File: config.mk
export PLATFORM = sky130hd
export DESIGN_NAME = uart16750_bus_ctrl
export DESIGN_NICKNAME = d
export VERILOG_FILES = /design/src/rtl/uart16750_pkg.sv /design/src/rtl/uart16750_bus_access.sv /design/src/rtl/uart16750_bus_ctrl.sv
export SDC_FILE = /design/constraint.sdc
export NUM_CORES = 1
export LEC_CHECK = 0
export ABC_AREA = 1
export BUFFER_PORTS_ARGS = -buffer_cell sky130_fd_sc_hd__buf_2
export CORE_MARGIN = 2
export CORE_UTILIZATION = 57
export CTS_BUF_LIST = sky130_fd_sc_hd__clkbuf_8 sky130_fd_sc_hd__clkbuf_16
export DETAILED_ROUTE_END_ITERATION = 7
export HOLD_SLACK_MARGIN = 0.03
export PLACE_DENSITY = 0.9
export SYNTH_ARGS = -nofsm -noshare
export SYNTH_HDL_FRONTEND = slang
export SYNTH_SLANG_ARGS = --single-unit
File: constraint.sdc
create_clock -name clk -period 3.34 [get_ports clk]
set_clock_uncertainty 0.2 [all_clocks]
set_input_delay 0.334 -clock clk [delete_from_list [all_inputs] [get_ports clk]]
set_output_delay 0.334 -clock clk [all_outputs]
set_load 0.01 [all_outputs]
File: src/rtl/uart16750_pkg.sv
// uart16750_pkg: register map, LSR bit masks and sequencer states for the 16750 bus controller
package uart16750_pkg;
  localparam logic [2:0] REG_RBR = 3'd0, REG_THR = 3'd0, REG_IER = 3'd1, REG_FCR = 3'd2;
  localparam logic [2:0] REG_LCR = 3'd3, REG_MCR = 3'd4, REG_LSR = 3'd5, REG_MSR = 3'd6;
  localparam logic [2:0] REG_SCR = 3'd7, REG_DLL = 3'd0, REG_DLM = 3'd1;
  localparam logic [7:0] LSR_DR = 8'h01, LSR_ERR = 8'h1E, LSR_THRE = 8'h20, LCR_DLAB = 8'h80;
  typedef enum logic [3:0] {
    CFG_LCR_DLAB, CFG_DLL, CFG_DLM, CFG_LCR, CFG_FCR, CFG_IER, POLL, DECIDE, RX_RD, TX_WR
  } ctrl_state_t;
endpackage

File: src/rtl/uart16750_bus_access.sv
// uart16750_bus_access: one 4-cycle UART register access (A0 setup, A1-A2 strobe, A3 turnaround)
module uart16750_bus_access (
  input  logic       clk,
  input  logic       rst,
  input  logic       start,
  input  logic       we,
  input  logic [2:0] addr,
  input  logic [7:0] wdata,
  output logic       busy,
  output logic       done,
  output logic [7:0] rdata,
  output logic       uart_cs,
  output logic       uart_wr,
  output logic       uart_rd,
  output logic [2:0] uart_addr,
  output logic [7:0] uart_din,
  input  logic [7:0] uart_dout
);
  logic       act, we_r;
  logic [1:0] ph;
  always_ff @(posedge clk) begin
    if (rst) begin
      act       <= 1'b0;
      we_r      <= 1'b0;
      ph        <= 2'd0;
      uart_addr <= 3'd0;
      uart_din  <= 8'h00;
      rdata     <= 8'h00;
    end else begin
      if (start) begin
        act       <= 1'b1;
        ph        <= 2'd0;
        we_r      <= we;
        uart_addr <= addr;
        uart_din  <= wdata;
      end else if (act) begin
        ph  <= ph + 2'd1;
        act <= ph != 2'd3;
      end
      if (act && !we_r && ph == 2'd2) rdata <= uart_dout;
    end
  end
  // A new start is taken in A3 so accesses run back to back without a gap
  always_comb begin
    busy    = act && ph != 2'd3;
    done    = act && ph == 2'd3;
    uart_cs = busy;
    uart_wr = act && we_r && (ph == 2'd1 || ph == 2'd2);
    uart_rd = act && !we_r && (ph == 2'd1 || ph == 2'd2);
  end
endmodule

File: src/rtl/uart16750_bus_ctrl.sv
// uart16750_bus_ctrl: programs the UART after reset, then polls LSR and moves bytes between RBR/THR and stream ports
module uart16750_bus_ctrl
  import uart16750_pkg::*;
#(
  parameter logic [15:0] DIVISOR  = 16'h0011,
  parameter logic [7:0]  LCR_MODE = 8'h03,
  parameter logic [7:0]  FCR_VAL  = 8'h00,
  parameter logic [7:0]  IER_VAL  = 8'h01
) (
  input  logic       clk,
  input  logic       rst,
  input  logic       cfg_start,
  output logic       cfg_done,
  input  logic       tx_valid,
  input  logic [7:0] tx_data,
  output logic       tx_ready,
  output logic       rx_valid,
  output logic [7:0] rx_data,
  input  logic       rx_ready,
  output logic [3:0] lsr_err,
  output logic       uart_cs,
  output logic       uart_wr,
  output logic       uart_rd,
  output logic [2:0] uart_addr,
  output logic [7:0] uart_din,
  input  logic [7:0] uart_dout
);
  ctrl_state_t state, nxt;
  logic       tog, hold_full, rq, restart, start, we, busy, done;
  logic       rx_ok, tx_ok, serve_rx, serve_tx, rx_fill, rx_take;
  logic [2:0] addr;
  logic [7:0] wdata, rdata, hold, err_bits;
  uart16750_bus_access u_acc (
    .clk(clk), .rst(rst), .start(start), .we(we), .addr(addr), .wdata(wdata),
    .busy(busy), .done(done), .rdata(rdata),
    .uart_cs(uart_cs), .uart_wr(uart_wr), .uart_rd(uart_rd),
    .uart_addr(uart_addr), .uart_din(uart_din), .uart_dout(uart_dout)
  );
  // rdata still holds the last LSR value while in DECIDE
  always_comb begin
    restart  = (cfg_start || rq) && !busy;
    rx_ok    = |(rdata & LSR_DR) && !hold_full;
    tx_ok    = |(rdata & LSR_THRE) && tx_valid;
    serve_rx = rx_ok && (!tx_ok || !tog);
    serve_tx = tx_ok && !serve_rx;
    nxt      = state;
    if (restart) nxt = CFG_LCR_DLAB;
    else if (done || state == DECIDE)
      case (state)
        CFG_LCR_DLAB: nxt = CFG_DLL;
        CFG_DLL:      nxt = CFG_DLM;
        CFG_DLM:      nxt = CFG_LCR;
        CFG_LCR:      nxt = CFG_FCR;
        CFG_FCR:      nxt = CFG_IER;
        POLL:         nxt = DECIDE;
        DECIDE:       nxt = serve_rx ? RX_RD : serve_tx ? TX_WR : POLL;
        default:      nxt = POLL;
      endcase
    start = nxt != DECIDE && !busy;
    we    = !(nxt inside {POLL, RX_RD});
    case (nxt)
      CFG_LCR_DLAB: {addr, wdata} = {REG_LCR, LCR_MODE | LCR_DLAB};
      CFG_DLL:      {addr, wdata} = {REG_DLL, DIVISOR[7:0]};
      CFG_DLM:      {addr, wdata} = {REG_DLM, DIVISOR[15:8]};
      CFG_LCR:      {addr, wdata} = {REG_LCR, LCR_MODE};
      CFG_FCR:      {addr, wdata} = {REG_FCR, FCR_VAL};
      CFG_IER:      {addr, wdata} = {REG_IER, IER_VAL};
      POLL:         {addr, wdata} = {REG_LSR, 8'h00};
      TX_WR:        {addr, wdata} = {REG_THR, tx_data};
      default:      {addr, wdata} = {REG_RBR, 8'h00};
    endcase
    tx_ready = state == DECIDE && !restart && serve_tx;
    rx_fill  = state == RX_RD && done;
    rx_valid = hold_full || rx_fill;
    rx_data  = hold_full ? hold : rdata;
    rx_take  = rx_valid && rx_ready;
    err_bits = (state == POLL && done) ? (rdata & LSR_ERR) : 8'h00;
  end
  always_ff @(posedge clk) begin
    if (rst) begin
      state     <= CFG_LCR_DLAB;
      tog       <= 1'b0;
      hold_full <= 1'b0;
      hold      <= 8'h00;
      rq        <= 1'b0;
      cfg_done  <= 1'b0;
      lsr_err   <= 4'h0;
    end else begin
      state     <= nxt;
      rq        <= (cfg_start || rq) && busy;
      cfg_done  <= !cfg_start && (cfg_done || (state == CFG_IER && nxt == POLL));
      lsr_err   <= cfg_start ? 4'h0 : lsr_err | err_bits[4:1];
      tog       <= (state == DECIDE && !restart && rx_ok && tx_ok) ? !tog : tog;
      hold_full <= !rx_take && (hold_full || rx_fill);
      hold      <= rx_fill ? rdata : hold;
    end
  end
endmodule
# Word-level counts from Yosys, hierarchy flattened
# Index checks and enable logic that the tools add are counted.
[totals] reg_bits=43 word_cells=94
[op_classes] n_addsub=1 n_eq_ne=21 muxes=11 bitwise_logic=1 n_reduce_logical=47
[op_table] operator="$pmux W8 S5" n=1
[op_table] operator="$eq A4 B3 Y1 const B" n=7
[op_table] operator="$pmux W4 S7" n=1
[op_table] operator="$logic_and A1 B1 Y1" n=24
[op_table] operator="$eq A4 B2 Y1 const B" n=4
[op_table] operator="$mux W4" n=4
[op_table] operator="$eq A4 B4 Y1 const B" n=3
[op_table] operator="$pmux W3 S4" n=1
[op_table] operator="$logic_not A1 Y1" n=10
[op_table] operator="$eq A4 B1 Y1 const B" n=2
[op_table] operator="$logic_not A4 Y1" n=2
[op_table] operator="$mux W8" n=1
[op_table] operator="$reduce_or A2 Y1" n=4
[op_table] operator="$logic_or A1 B1 Y1" n=6
[op_table] operator="$mux W5" n=1
[op_table] operator="$eq A2 B2 Y1 const B" n=2
[op_table] operator="$ne A4 B3 Y1 const B" n=1
[op_table] operator="$or A4 B4 Y4" n=1
[op_table] operator="$add A2 B1 Y2 const B" n=1
[op_table] operator="$eq A2 B1 Y1 const B" n=1
[op_table] operator="$mux W1" n=2
[op_table] operator="$ne A2 B2 Y1 const B" n=1
[op_table] operator="$reduce_bool A2 Y1" n=1

# Longest topological paths before layout
[logic_depth] depth_word=15 depth_mapped=15 mapped_depth_nobuf=14

# Cells and area by module
# From an unflattened synthesis, not the netlist that was laid out.
[hier_totals] hier_cells=314 hier_area_um2=2128.3
[modules_own_cells] module="uart16750_bus_ctrl" instances=1 cells_each=188 area_per_inst_um2=1208.7
[modules_own_cells] module="uart16750_bus_access" instances=1 cells_each=126 area_per_inst_um2=919.6

# Least setup slack after synthesis
# Ideal clock, no wire load.
[synth_timing] path_kind="reg-to-reg" startpoint="register u_acc.ph[0]" endpoint="register u_acc.we_r" setup_ps=67 arrival_ps=1769 t_required_ps=3073 slack_ps=1304 stages_incl_launch_ff=14 path_cell_list="dfxtp_1 ha_1 nor2_4 inv_2 nand2_4 o21ai_2 o21bai_4 inv_2 nand2_2 o21ai_4 inv_4 nor2_8 inv_2 o21ai_2"
[synth_between] elab_chain_cells=8
[synth_lines] item="start: declaration" line="uart16750_bus_access.sv:20" source="logic [1:0] ph;"
[synth_lines] item="start signal: assignment" line="uart16750_bus_access.sv:37" source="ph <= ph + 2'd1;"
[synth_lines] item="$ne A2 B2 Y1 *" line="uart16750_bus_access.sv:45" source="busy = act && ph != 2'd3;"
[synth_lines] item="$logic_and A1 B1 Y1 *" line="uart16750_bus_access.sv:45"
[synth_lines] item="named net uart_cs" line="uart16750_bus_ctrl.sv:21" source="output logic uart_cs,"
[synth_lines] item="$logic_not A1 Y1 *" line="uart16750_bus_ctrl.sv:41, uart16750_bus_ctrl.sv:59"
[synth_lines] item="$logic_and A1 B1 Y1" line="uart16750_bus_ctrl.sv:41" source="restart = (cfg_start || rq) && !busy;"
[synth_lines] item="$mux W4" line="uart16750_bus_ctrl.sv:47" source="if (restart) nxt = CFG_LCR_DLAB;"
[synth_lines] item="$eq A4 B3 Y1 / $eq A4 B4 Y1 (equally long branches)" line="uart16750_bus_ctrl.sv:60" source="we = !(nxt inside {POLL, RX_RD});"
[synth_lines] item="$reduce_bool A2 Y1" line="uart16750_bus_ctrl.sv:60"
[synth_lines] item="$logic_not A1 Y1" line="uart16750_bus_ctrl.sv:60"
[synth_lines] item="end signal: assignment" line="uart16750_bus_access.sv:33" source="we_r <= we;"
[synth_lines] item="end: declaration" line="uart16750_bus_access.sv:19" source="logic act, we_r;"
# Mark *: on every way through the listed nets, which the timed path passes. The rest lies on a longest branch.
# A chain may end at the register's enable or synchronous reset.

# Worst setup path in the final report
[layout_timing] startpoint="register u_acc.ph[1]" endpoint="output rx_valid"
[layout_between] elab_chain_cells=4
[layout_lines] item="$eq A2 B2 Y1" line="uart16750_bus_access.sv:46" source="done = act && ph == 2'd3;"
[layout_lines] item="$logic_and A1 B1 Y1" line="uart16750_bus_access.sv:46"
[layout_lines] item="$logic_and A1 B1 Y1" line="uart16750_bus_ctrl.sv:73" source="rx_fill = state == RX_RD && done;"
[layout_lines] item="$logic_or A1 B1 Y1" line="uart16750_bus_ctrl.sv:74" source="rx_valid = hold_full || rx_fill;"
[layout_lines] item="end: declaration" line="uart16750_bus_ctrl.sv:17" source="output logic rx_valid,"
# No other way between the ends.

==> qor.yml <==
clk_path_buf_depth: 2
coreArea_um2: 3420
multi_input_area_um2: 1040
worstSetupPathType: "flop to output pin"
cp-startpoint: "u_acc.ph[1]"
grt_max_degree: 27
place_congestion: 0.868
viasPerCell: 5.23
antenna_cells: 0
mostFrequentLayoutCell: "nand2_1"
cts.sinks: 43
avgRoutedWirePerCell_um: 12.3
holdCritStartpoint: "tx_data[6]"
cts-buffers-inserted: 5
setup.worst_path.start_class: "flop"
cts_resized: 0
grt_pass1_wl_um: 8170
final-hold-violation-count: 0
holdWs_ps: 52.5
max-slew-margin-rel_pct: 54.1
die_h_um: 64.1
crit_fanout: 10
avgSynthCellArea_um2: 6.99
clk_pin_slew_ps: 80
fp.dieW_um: 64.1
drv_slew: 0
grt_antenna_before_repair: 0
r2r_start: "u_acc.ph[1]"
io-pin-count: 50
track_usage_pct: 25.2
syn_to_final_growth_pct: 18.1
ys_seq_area_share_pct: 41.7
outcome: "finished, final reports clean"
htreeDepth: 2
synth_flop_cell: "dfxtp_1"
ys_ff_latch: 43
powerDensity_nw_per_um2: 374
fin_nets: 370
dp_hpwl_um: 3660
clock-root-buffer: "clkbuf_8"
required_ps: 2810
ys_warn_count: 0
fp-row-count: 21
seq_area_um2: 861
drc_errors: 0
ir_drop_mv: 0.254
dieArea_um2: 4110
hp-class: "input pin to flop"
clock_latency_ps: 290
syn_area_um2: 2060
p_leak_nw: 1.19
async_flop_share_pct: 0
drive_gt1_share_pct: 25.6
finalWirelength_um: 4850
finalSetupViolCount: 0
start_util_pct: 60.4
synthCells: 295
vias: 2062
hold_buffers: 1
nFillCells: 295
layout_common_cells: "76 x nand2_1, 49 x nor2_1, 49 x buf_2, 43 x dfxtp_1, 24 x inv_1"
syn-num-nets: 318
fin_tns_setup_ps: 0
grt_setup_unrepaired: "false"
cts_tree: "yes"
crit_arrival_ps: 2200
synth-edff-count: 0
period_share_pct: 81.9
synth_cell_types: 33
ant_nets: 0
postCtsSetupBuffers: 0
io_buffers: 49
grt_overflow_total: 0
end_kind: "output pin"
drt-initial-drc-count: 167
fin_crit_ps: 2740
drt-pass1-iter-count: 4
timing.fmax_ghz: 0.366
tightest_slew_ps: 688
max_cap_violations: 0
grt_pass1_vias: 1831
-- critical path, stage by stage, from the launching register on --
cell and delay [ps]:
dfxtp_1 340, ha_1 230, nand2_1 170, inv_1 100
nand4_1 290, clkinv_1 350, nor2_1 250, inv_1 60
buf_2 130
-- cell usage after synthesis (all sizes together), types with 2 or more instances --
cell type | instances | area (µm²)
ha | 2 | 25.0
clkinv | 3 | 12.5
inv | 32 | 125
nand2 | 84 | 350
clkbuf | 3 | 11.3
o21bai | 2 | 26.3
nand3 | 16 | 80.1
o21ai | 23 | 134
buf | 2 | 12.5
nor2 | 54 | 239
nand4 | 4 | 25.0
a21oi | 16 | 87.6
or2 | 3 | 18.8
dfxtp | 43 | 861
nor3 | 4 | 25.0
-- through the flow --
step	total power, mW	setup WS [ps]	cell area [µm²]	util [%]	std cells
2_1_floorplan	0.575	1300	2060	-	295
3_3_place_gp	0.599	1010	2340	68.5	385
3_5_place_dp	0.600	994	2340	68.5	385
4_1_cts	0.912	656	2440	71.3	394
5_1_grt	0.949	483	2440	71.3	394
6_report	0.910	604	2440	71.3	394
-- final timing paths --
| kind | endpoint | slack [ps] | cells past startpoint |
|---|---|---|---|
| worst max-delay path | rx_valid | 600 | 8 |
| worst min register to register | u_acc.uart_din[1] | 250 | 2 |
| worst max register to register | u_acc.uart_din[4] | 980 | 13 |
| worst min-delay path | u_acc.uart_din[6] | 50 | 3 |
-- layer usage --
layer	GRT usage [%]	share of wire, %	up-vias
met2	41.1	47	81
met5	0	0	-
li1	-	-	1039
met4	11.4	1.6	0
met3	4.05	6.8	8
met1	32.6	45	934
-- registers in the layout (all words and copies together), names as in the netlist, 2 cells and up --
name             flops
hold                 8
lsr_err              4
state                4
u_acc.ph             2
u_acc.rdata          8
u_acc.uart_addr      3
u_acc.uart_din       8
-- cell families after synthesis --
family / count (synthesis) / synth area share [%]
flops: 43 / 41.7
fa+ha+maj: 2 / 1.21
simple gates: 165 / 35.8
compound gates: 45 / 13.4
buf+inv: 40 / 7.83
-- area by class of cell --
| class | count | area share [%] |
|---|---|---|
| inverters | 35 | 5.65 |
| flip-flops and latches | 43 | 35.3 |
| well taps | 46 | 2.36 |
| repair buffers | 50 | 10.5 |
| multi-input cells | 212 | 42.7 |
| clock buffers | 5 | 2.82 |
| clock inverters | 3 | 0.668 |
-- power by group --
group,switching (mW),total [mW],internal [mW]
combinational,0.0388,0.0646,0.0258
clock,0.177,0.320,0.143
sequential,0.00518,0.526,0.520
total,0.221,0.910,0.689
No activity file was read; power rests on OpenSTA's default activity.
